**config.mk**
```make
export PLATFORM = sky130hd
export DESIGN_NAME = vp_bbox_overlay
export DESIGN_NICKNAME = d
export VERILOG_FILES = /design/src/rtl/vp_bbox_overlay.sv
export SDC_FILE = /design/constraint.sdc
export NUM_CORES = 1
export LEC_CHECK = 0
export CAP_MARGIN = 25
export CORE_MARGIN = 3
export CORE_UTILIZATION = 45
export CTS_CLUSTER_DIAMETER = 80
export CTS_CLUSTER_SIZE = 10
export DETAILED_ROUTE_END_ITERATION = 8
export DONT_BUFFER_PORTS = 1
export GPL_TIMING_DRIVEN = 0
export RECOVER_POWER = 50
export SLEW_MARGIN = 0
export SYNTH_ARGS = -nofsm -noshare
export SYNTH_HDL_FRONTEND = slang
export SYNTH_SLANG_ARGS = --single-unit
```
**constraint.sdc**
```tcl
create_clock -name clk -period 5.9 [get_ports clk]
set_clock_uncertainty 0.05 [all_clocks]
set_input_delay 0.59 -clock clk [delete_from_list [all_inputs] [get_ports clk]]
set_output_delay 0.59 -clock clk [all_outputs]
set_load 0.03 [all_outputs]
```
**src/rtl/vp_bbox_overlay.sv**
```systemverilog
// Bounding-box overlay stage after the vp LUT processor: accumulates the foreground box per frame
// and draws it over the next frame. Optional centre crosshair under the BBOX_CROSS_EN macro.
module vp_bbox_overlay #(
    parameter int          COORD_W   = 11,
    parameter logic [23:0] BOX_COLOR = 24'hFF0000
) (
    input  logic        clk,
    input  logic        rst,
    input  logic        de_in,
    input  logic        h_sync_in,
    input  logic        v_sync_in,
    input  logic [23:0] pixel_in,
    output logic        de_out,
    output logic        h_sync_out,
    output logic        v_sync_out,
    output logic [23:0] pixel_out
);

    logic [COORD_W-1:0] x, y, y_acc;
    logic [COORD_W-1:0] min_x, max_x, min_y, max_y;
    logic [COORD_W-1:0] bx0, bx1, by0, by1;
    logic               de_prev, v_prev, found, box_valid;
    logic               fg, frame_start, on_edge, on_cross, on_box;

    function automatic logic [COORD_W-1:0] sat_inc(input logic [COORD_W-1:0] v);
        return (v == '1) ? v : v + 1'b1;
    endfunction

    function automatic logic in_range(input logic [COORD_W-1:0] v, lo, hi);
        return (v >= lo) && (v <= hi);
    endfunction

    assign fg          = de_in & pixel_in[23];
    assign frame_start = v_sync_in & ~v_prev;
    // A pixel landing on the boundary cycle belongs to the new frame, whose first row is y=0.
    assign y_acc       = frame_start ? '0 : y;

    always_ff @(posedge clk or posedge rst) begin
        if (rst) begin
            x       <= '0;
            y       <= '0;
            de_prev <= 1'b0;
            v_prev  <= 1'b0;
        end else begin
            de_prev <= de_in;
            v_prev  <= v_sync_in;
            x       <= de_in ? sat_inc(x) : '0;
            if (frame_start)
                y <= '0;
            else if (de_prev && !de_in)
                y <= sat_inc(y);
        end
    end

    always_ff @(posedge clk or posedge rst) begin
        if (rst) begin
            min_x     <= '1;
            min_y     <= '1;
            max_x     <= '0;
            max_y     <= '0;
            found     <= 1'b0;
            bx0       <= '0;
            bx1       <= '0;
            by0       <= '0;
            by1       <= '0;
            box_valid <= 1'b0;
        end else if (frame_start) begin
            bx0       <= min_x;
            bx1       <= max_x;
            by0       <= min_y;
            by1       <= max_y;
            box_valid <= found;
            min_x     <= fg ? x : '1;
            max_x     <= fg ? x : '0;
            min_y     <= fg ? y_acc : '1;
            max_y     <= fg ? y_acc : '0;
            found     <= fg;
        end else if (fg) begin
            if (x < min_x) min_x <= x;
            if (x > max_x) max_x <= x;
            if (y < min_y) min_y <= y;
            if (y > max_y) max_y <= y;
            found <= 1'b1;
        end
    end

`ifdef BBOX_CROSS_EN
    logic [COORD_W:0]   sum_x, sum_y;
    logic [COORD_W-1:0] cx, cy;

    assign sum_x = {1'b0, min_x} + {1'b0, max_x};
    assign sum_y = {1'b0, min_y} + {1'b0, max_y};

    always_ff @(posedge clk or posedge rst) begin
        if (rst) begin
            cx <= '0;
            cy <= '0;
        end else if (frame_start) begin
            cx <= COORD_W'(sum_x >> 1);
            cy <= COORD_W'(sum_y >> 1);
        end
    end

    assign on_cross = ((x == cx) && in_range(y, by0, by1)) ||
                      ((y == cy) && in_range(x, bx0, bx1));
`else
    assign on_cross = 1'b0;
`endif

    assign on_edge = (((x == bx0) || (x == bx1)) && in_range(y, by0, by1)) ||
                     (((y == by0) || (y == by1)) && in_range(x, bx0, bx1));
    assign on_box  = box_valid & de_in & (on_edge | on_cross);

    // Output stage: single register, sync signals travel alongside the pixel.
    always_ff @(posedge clk or posedge rst) begin
        if (rst) begin
            de_out     <= 1'b0;
            h_sync_out <= 1'b0;
            v_sync_out <= 1'b0;
            pixel_out  <= '0;
        end else begin
            de_out     <= de_in;
            h_sync_out <= h_sync_in;
            v_sync_out <= v_sync_in;
            pixel_out  <= on_box ? BOX_COLOR : pixel_in;
        end
    end

endmodule

```
==> run summary <==
Status: finished with violations
Failing checks: capacitance limit, slew limit
Drt total wl: 17.3 mm
Synth async-reset ratio: 1.00
Fin crit share: 0.613
Nets@finish: 921
Net Count, Synth: 901
Yosys top cell area share: 0.382
Max Root-Sink Buffers: 2
Area grow syn2layout: 11.6%
Fin. Hold Viols: 0
Worst Tran Pin Value: 2940 ps
CP max-delay cell: clkinvlp_2
Fillers: 1,509
Initial core utilization: 0.460
RD Place Congestion: 0.896
Row cnt: 47
Hold Crit Class: primary input to register
DP Area: 0.00796 mm²
MaxCap Viol Count: 2
Syn Area/Cell: 9.77 µm²
DIE AREA: 0.0186 mm²
Final Max Slew Viols: 142
Levels on crit path: 2
Dominant synthesized flop cell: dfrtp_1
DRT iter0 DRCs: 328
Via/cell ratio: 5.43
Final setup vio count: 0
Crit path max-delay family: buffers and inverters
Via Count: 5,629
Relative slew slack: -0.970
Worst vdd ir: 0.205 mV
CTS resizes: 0
Minimum clock period: 3610 ps
Post-synthesis register bit count: 139
Worst-path clk slew: 60 ps
Critical Path Start Type: primary input
Sequential Area: 0.00351 mm²
Layout cells sized above 1: 0.0967
Power Dens Cells: 348 mW/mm²
Netlist cell types: 56
Critical path arrival: 3770 ps
Worst R2R Path Depth: 8
Max Fanout on Critical Path: 72
Detailed-route DRC error count: 0
H-tree depth: 4
First-pass GRT wire length: 28.6 mm
Hold Path Depth: 0
TritonCTS Buffers: 17
Max incr delay on CP: 1630 ps
Gr ovfl total: 0
Worst-Skew Late Latency: 420 ps
Pleak: 0.00403 µW
CP Class: primary input to async pin
CTS tree: done
N_diodes: 0
Worst Path Buf+Inv: 2
Die Y: 136 µm
# port buffers: 0
# hold bufs at CTS: 0
Dominant cells by area after synthesis: dfrtp_1 (38%), ha_1 (14%), dfstp_2 (7.6%)
Initial antenna violation count: 0
DRT Pass-1 Iters: 5
Total track usage: 0.195
Fmax: 277 MHz
Cell Area, Synth: 0.00766 mm²
Detail Route Antenna Nets: 0
Worst setup EP type: async pin
Final setup TNS: 0 ps
Root buffer cell: clkbuf_16
Unrepaired setup endpoints after global routing: false
Worst slack, placed: 2900 ps
Clock sink count: 139
Util after Layout: 0.513
Synth Instances: 784
Yosys warnings: 0
Vias in the first global route: 5,713
Design Area, Final: 0.00854 mm²
DP HPWL: 12.6 mm
Cell taking the most area after synthesis: dfrtp_1
Area of the multi-input gates: 0.00367 mm²
Routed wire per std cell: 16.7 µm
Crit-path cells: clkinvlp_2 -> clkbuf_2
PnR worst setup slack: 2290 ps
Sequential-to-total area share from yosys stat: 0.458
Post CTS Setup Buffer Count: 0
Chip Width: 136 µm
Post-synth EDFFs: 0
CP required: 6050 ps
Num ports: 56
Placeable Area: 0.0166 mm²
Pin count of the biggest net entering global routing: 73
## kinds of logic (layout without fill, tap and decap cells)
| logic type | count (synthesis) | count (layout) | share of synthesized area |
|---|---|---|---|
| AND/OR/NAND/NOR | 242 | 242 | 0.155 |
| AO/OA/AOI/OAI | 162 | 162 | 0.132 |
| flip-flops | 139 | 139 | 0.458 |
| buffers and inverters | 119 | 152 | 0.0623 |
| adder cells (fa/ha/maj) | 88 | 88 | 0.144 |
| multiplexers | 23 | 23 | 0.0369 |
| XOR/XNOR | 11 | 11 | 0.0126 |
## layout make-up
type,count,area share
clock inverters,11,0.0167
multi-input cells,526,0.430
inverters,87,0.0384
plain buffers,32,0.0176
clock buffers,21,0.0539
well taps,220,0.0322
flip-flops and latches,139,0.410
repair buffers,1,0.000586
## routing by layer
layer  global-route usage  vias to the layer above  part of all wire
met5                    0                        -                 0
met4               0.0594                        0             0.017
met3               0.0459                       23             0.053
met2                0.318                      146              0.46
met1                0.260                     2727              0.47
li1                     -                     2733                 -
## registers in the layout, indices dropped and copies added (netlist names), 11 cells and up
name	flops
min_y	11
x	11
y	11
pixel_out	24
by1	11
max_y	11
max_x	11
by0	11
bx1	11
min_x	11
bx0	11
## synthesized netlist by cell type (2+ instances only)
cell type and instances:
nor3_1 7, a31oi_1 5, and3_1 5, a211o_1 4
mux2i_1 11, mux2_2 2, a22o_1 11, buf_6 3
and4_1 3, nand2b_1 13, xnor2_1 11, a2111oi_0 2
ha_1 88, nand4_1 17, nor2_1 40, nor4bb_1 2
inv_1 86, buf_2 2, nand2_1 92, dfrtp_1 117
nand3b_1 2, or3_1 2, dfstp_2 22, and2_1 23
a21oi_1 39, a41oi_1 2, o311ai_0 2, o21ai_0 64
buf_1 3, nor3b_1 2, a21o_1 10, nor2b_1 6
a211oi_1 7, nand3_1 23, mux2_4 10, clkbuf_1 22
o211ai_1 5
## where the power goes
part	leakage [µW]	internal (µW)	switching, µW
Clock	0.000293	686	411
Sequential	0.00176	1080	113
Combinational	0.00198	266	411
## per-stage QoR
stage | power, µW | cells | hold WS (ps)
after floorplan | 1690 | 784 | 389
after global placement | 1860 | 1004 | 399
after detailed placement | 1890 | 1005 | 404
after CTS | 2990 | 1037 | 91.8
after global routing | 3140 | 1037 | 123
final | 2970 | 1037 | 141
## final timing paths
check	to	from	slack, ps
worst max-delay path	max_y[0]	rst	2290
worst min-delay path	de_out	de_in	140
worst max register to register	pixel_out[9]	y[4]	2840
worst min register to register	box_valid	found	410
max in group clk	pixel_out[9]	y[4]	2840
min in group asynchronous	bx1[4]	rst	830
## layout by cell type, fill, tap and decap left out, drive strengths merged, types with 3 or more instances in the layout
master    instances
dfstp            22
a2111oi           3
nor2b             6
o211ai            5
and3              5
inv              87
a211oi            7
nand2b           13
and2             23
bufinv            3
clkbuf           45
a211o             4
nand3            23
buf               9
nor2             40
a21oi            39
a22o             11
nand4            18
and4              3
clkinvlp          3
dfrtp           117
a31oi             5
a21o             10
o21ai            66
ha               88
nor3              7
mux2             12
clkinv            5
mux2i            11
xnor2            11
nand2            92
(Power assumes the default switching activity.)
==> variant 1, RTL diff (same flow settings) <==
The option `BBOX_CROSS_EN` is turned on by a define.
--- a/src/rtl/vp_bbox_overlay.sv
+++ b/src/rtl/vp_bbox_overlay.sv
@@ -1,5 +1,7 @@
 // Bounding-box overlay stage after the vp LUT processor: accumulates the foreground box per frame
 // and draws it over the next frame. Optional centre crosshair under the BBOX_CROSS_EN macro.
+`define BBOX_CROSS_EN
+
 module vp_bbox_overlay #(
     parameter int          COORD_W   = 11,
     parameter logic [23:0] BOX_COLOR = 24'hFF0000
Formal check against the unedited RTL: same outputs for any inputs over 4 cycles, from zero or initial values and one cycle with rst high; that may be too few to reach the edited logic, so the function may still have changed.
==> variant 1 against the original RTL <==
The run still ends with max-capacitance violations, max-slew violations left; total power increased by 21%; critical path depth rose by 5; fmax grew 24%; final cell count up 33%; cell area up 28%; routed wire length is 57% higher; synthesized area up 30%; worst setup slack improved by 0.70 ns; count of clock-buffer cells in the layout is the same; hold slack worse by 0.0011 ns; first-iteration DRC count grew 72%; sequential cell count rose by 22.
==> variant 1: results (changes against the original RTL) <==
| Metric | Value |
|---|---|
| Setup crit end kind | `flop (was async pin)` |
| Yosys top cell area share | `0.3488 (was 0.3824)` |
| MaxCap Viol Count | `1 (was 2)` |
| Min-Delay Startpoint | `h_sync_in (was de_in)` |
| Peak VDD IR | `182.9 uV (was 205.1 uV)` |
| Worst rel slew slack | `-1.379 (was -0.9703)` |
| Final slew viol count | `80 (was 142)` |
| Syn avg cell area | `9.268 um2 (was 9.765 um2)` |
| CP Max Fanout | `10 (was 72)` |
| Met3 usage | `0.05285 (was 0.04589)` |
| Status | `finished with violations (unchanged)` |
| GRT Resource Usage Total | `0.2300 (was 0.1955)` |
| Clock power frac | `0.296 (was 0.369)` |
| Met1 WL | `13190 um (was 8045 um)` |
| DRT iter0 DRCs | `565 (was 328)` |
| Routability Congestion | `0.9164 (was 0.8963)` |
| Int Power | `2.363 mW (was 2.034 mW)` |
| Post-Synth Adder-Cell Area | `0.1395 (was 0.1438)` |
| Vias/cell | `5.788 (was 5.428)` |
| Failing checks | `max-capacitance violations, max-slew violations (unchanged)` |
| Distinct cell type count after synthesis | `67 (was 56)` |
| Avg WL per Cell | `19.59 um (was 16.65 um)` |
| Synth Area in XOR/XNOR | `0.04454 (was 0.01258)` |
| Top cells by count, synth | `dfrtp_1, nand2_1, o21ai_0, ha_1, inv_1 (was dfrtp_1, nand2_1, ha_1, inv_1, o21ai_0)` |
| Fillcell total | `2015 (was 1509)` |
| Mux contribution to synthesized area | `0.01205 (was 0.03693)` |
| Ranking of synthesized cells by area | `dfrtp_1, ha_1, dfstp_2 (unchanged)` |
| Number of global-route vias before repair | `7848 (was 5713)` |
| Met2 Usage GRT | `0.3423 (was 0.3184)` |
| Crit Path Class | `flop to flop (was primary input to async pin)` |
| Synth Net Count | `1215 (was 901)` |
| Proportion of layout cells with a drive suffix above 1 | `0.07574 (was 0.09670)` |
| FF-to-FF Start | `x[6] (was y[4])` |
| Met1 GRT Util | `0.3424 (was 0.2595)` |
| Combinational group share of total power | `0.286 (was 0.228)` |
| CP Data Arrival Time | `3.14 ns (was 3.77 ns)` |
| Met2 wire len | `11750 um (was 8018 um)` |
[variant 1: worst max-delay path, cell delays in order (launching register included)]
cell and delay [ns]:
dfrtp_1 0.59, ha_1 0.43, nand4_1 0.17, o311ai_2 0.59, clkbuf_1 0.46, o31ai_1 0.16
a31oi_1 0.16, o311ai_0 0.16
[variant 1: area by class of cell]
cell class	count	area [um2]	area share
tap	275	344.1	0.03157
multi-input combinational	757	5271	0.4836
sequential	161	4056	0.3721
clock buffer	21	440.4	0.04040
timing repair buffer	1	27.53	0.002525
inverter	99	372.9	0.03421
buffer	59	272.8	0.02502
clock inverter	11	115.1	0.01056
[variant 1: path summary, 6_finish.rpt]
path | end | slack (ns) | cells past startpoint
max in group asynchronous | by0[5] | 3.17 | 1
min in group asynchronous | h_sync_out | 1.03 | 1
hold reg to reg | box_valid | 0.42 | 2
setup / recovery | max_x[5] | 2.98 | 7
setup reg to reg | max_x[5] | 2.98 | 7
hold / removal | h_sync_out | 0.14 | 0
==> variant 2, RTL diff (config.mk and constraints unchanged) <==
Made on the original files. Remove the register `de_out`: a continuous assignment takes its place, so the output `de_out` follows one clock earlier.
--- a/src/rtl/vp_bbox_overlay.sv
+++ b/src/rtl/vp_bbox_overlay.sv
@@ -114,17 +114,17 @@
     // Output stage: single register, sync signals travel alongside the pixel.
     always_ff @(posedge clk or posedge rst) begin
         if (rst) begin
-            de_out     <= 1'b0;
             h_sync_out <= 1'b0;
             v_sync_out <= 1'b0;
             pixel_out  <= '0;
         end else begin
-            de_out     <= de_in;
             h_sync_out <= h_sync_in;
             v_sync_out <= v_sync_in;
             pixel_out  <= on_box ? BOX_COLOR : pixel_in;
         end
     end
 
+    assign de_out = de_in;
+
 endmodule
 
Behaviour: not the same (a bounded check fails within 4 cycles, from zero or initial values and one cycle with rst high).
==> variant 2 against the original RTL <==
The run still ends with max-capacitance violations, max-slew violations left; cell area increased by 0.67%; sequential share of layout area decreased by 0.27 points; worst setup slack improved by 0.52 ns; combinational power increased by 2%; synthesized area about the same; total power increased by 1.3%; routed wire length decreased by 0.21%; sequential cell count unchanged; synthesized cell count increased by 0.13%; critical path type is now flop to flop; largest cell class unchanged; largest power group unchanged.
==> variant 2: results (changes against the original RTL) <==
| Metric | Value |
|---|---|
| Data buffer area share | `0.02212 (was 0.01817)` |
| Mux contribution to synthesized area | `0.03690 (was 0.03693)` |
| Routability Congestion | `0.8464 (was 0.8963)` |
| PD cells | `349.8 nW/um2 (was 347.5 nW/um2)` |
| Die Width | `136.5 um (was 136.4 um)` |
| Post-Synth Adder-Cell Area | `0.1437 (was 0.1438)` |
| Fillcell total | `1521 (was 1509)` |
| Non-CTS buffers | `35 (was 33)` |
| Vias/cell | `5.419 (was 5.428)` |
| Static leakage | `4.045 nW (was 4.033 nW)` |
| Peak VDD IR | `217.0 uV (was 205.1 uV)` |
| Net count, final | `923 (was 921)` |
| Routed Wire Length | `17230 um (was 17270 um)` |
| Met1 WL | `7987 um (was 8045 um)` |
| Synth Area in XOR/XNOR | `0.01257 (was 0.01258)` |
| Number of global-route vias before repair | `5674 (was 5713)` |
| Pre-antenna DRT Iters | `4 (was 5)` |
| # clk buffers | `17 (was 21)` |
| Syn avg cell area | `9.763 um2 (was 9.765 um2)` |
| MaxCap Viol Count | `1 (was 2)` |
| Net Sw Power | `0.9497 mW (was 0.9343 mW)` |
| Failing checks | `max-capacitance violations, max-slew violations (unchanged)` |
| Worst rel slew slack | `-0.2411 (was -0.9703)` |
| Met1 GRT Util | `0.2579 (was 0.2595)` |
| Status | `finished with violations (unchanged)` |
| CP Max Fanout | `11 (was 72)` |
| Final slew viol count | `42 (was 142)` |
| Seq cells | `139 (unchanged)` |
| GRT Resource Usage Total | `0.1954 (was 0.1955)` |
| Ranking of synthesized cells by area | `dfrtp_1, ha_1, dfstp_2 (unchanged)` |
==> variant 2: cell types whose count changed in the layout (fill, tap and decap cells not counted), sizes merged <==
cell	change
dlygate4sd3	+1
buf	+1
clkinv	+2
clkbuf	-4
inv	-1
clkinvlp	+2
bufinv	+1
==> variant 2: timing repair <==
action                    in CTS  in global routing
hold buffers                   1                  0
resized for setup              0                  0
hold endpoints to repair      33                  0
==> variant 2: path summary, 6_finish.rpt <==
kind / from / to / slack (ns)
worst max-delay path: y[3] / pixel_out[4] / 2.80
worst min-delay path: v_sync_in / v_sync_out / 0.15
worst max register to register: y[3] / pixel_out[4] / 2.80
worst min register to register: found / box_valid / 0.43
max in group asynchronous: rst / min_x[4] / 3.60
min in group asynchronous: rst / h_sync_out / 1.05
==> variant 2: critical path: stages (launching register included) <==
cell	delay, ns
dfrtp_1	0.58
ha_1	0.39
nand4_1	0.15
nor3_1	0.54
a21oi_1	0.09
nor4_1	0.51
a32oi_2	0.27
buf_6	0.24
and2_1	0.15
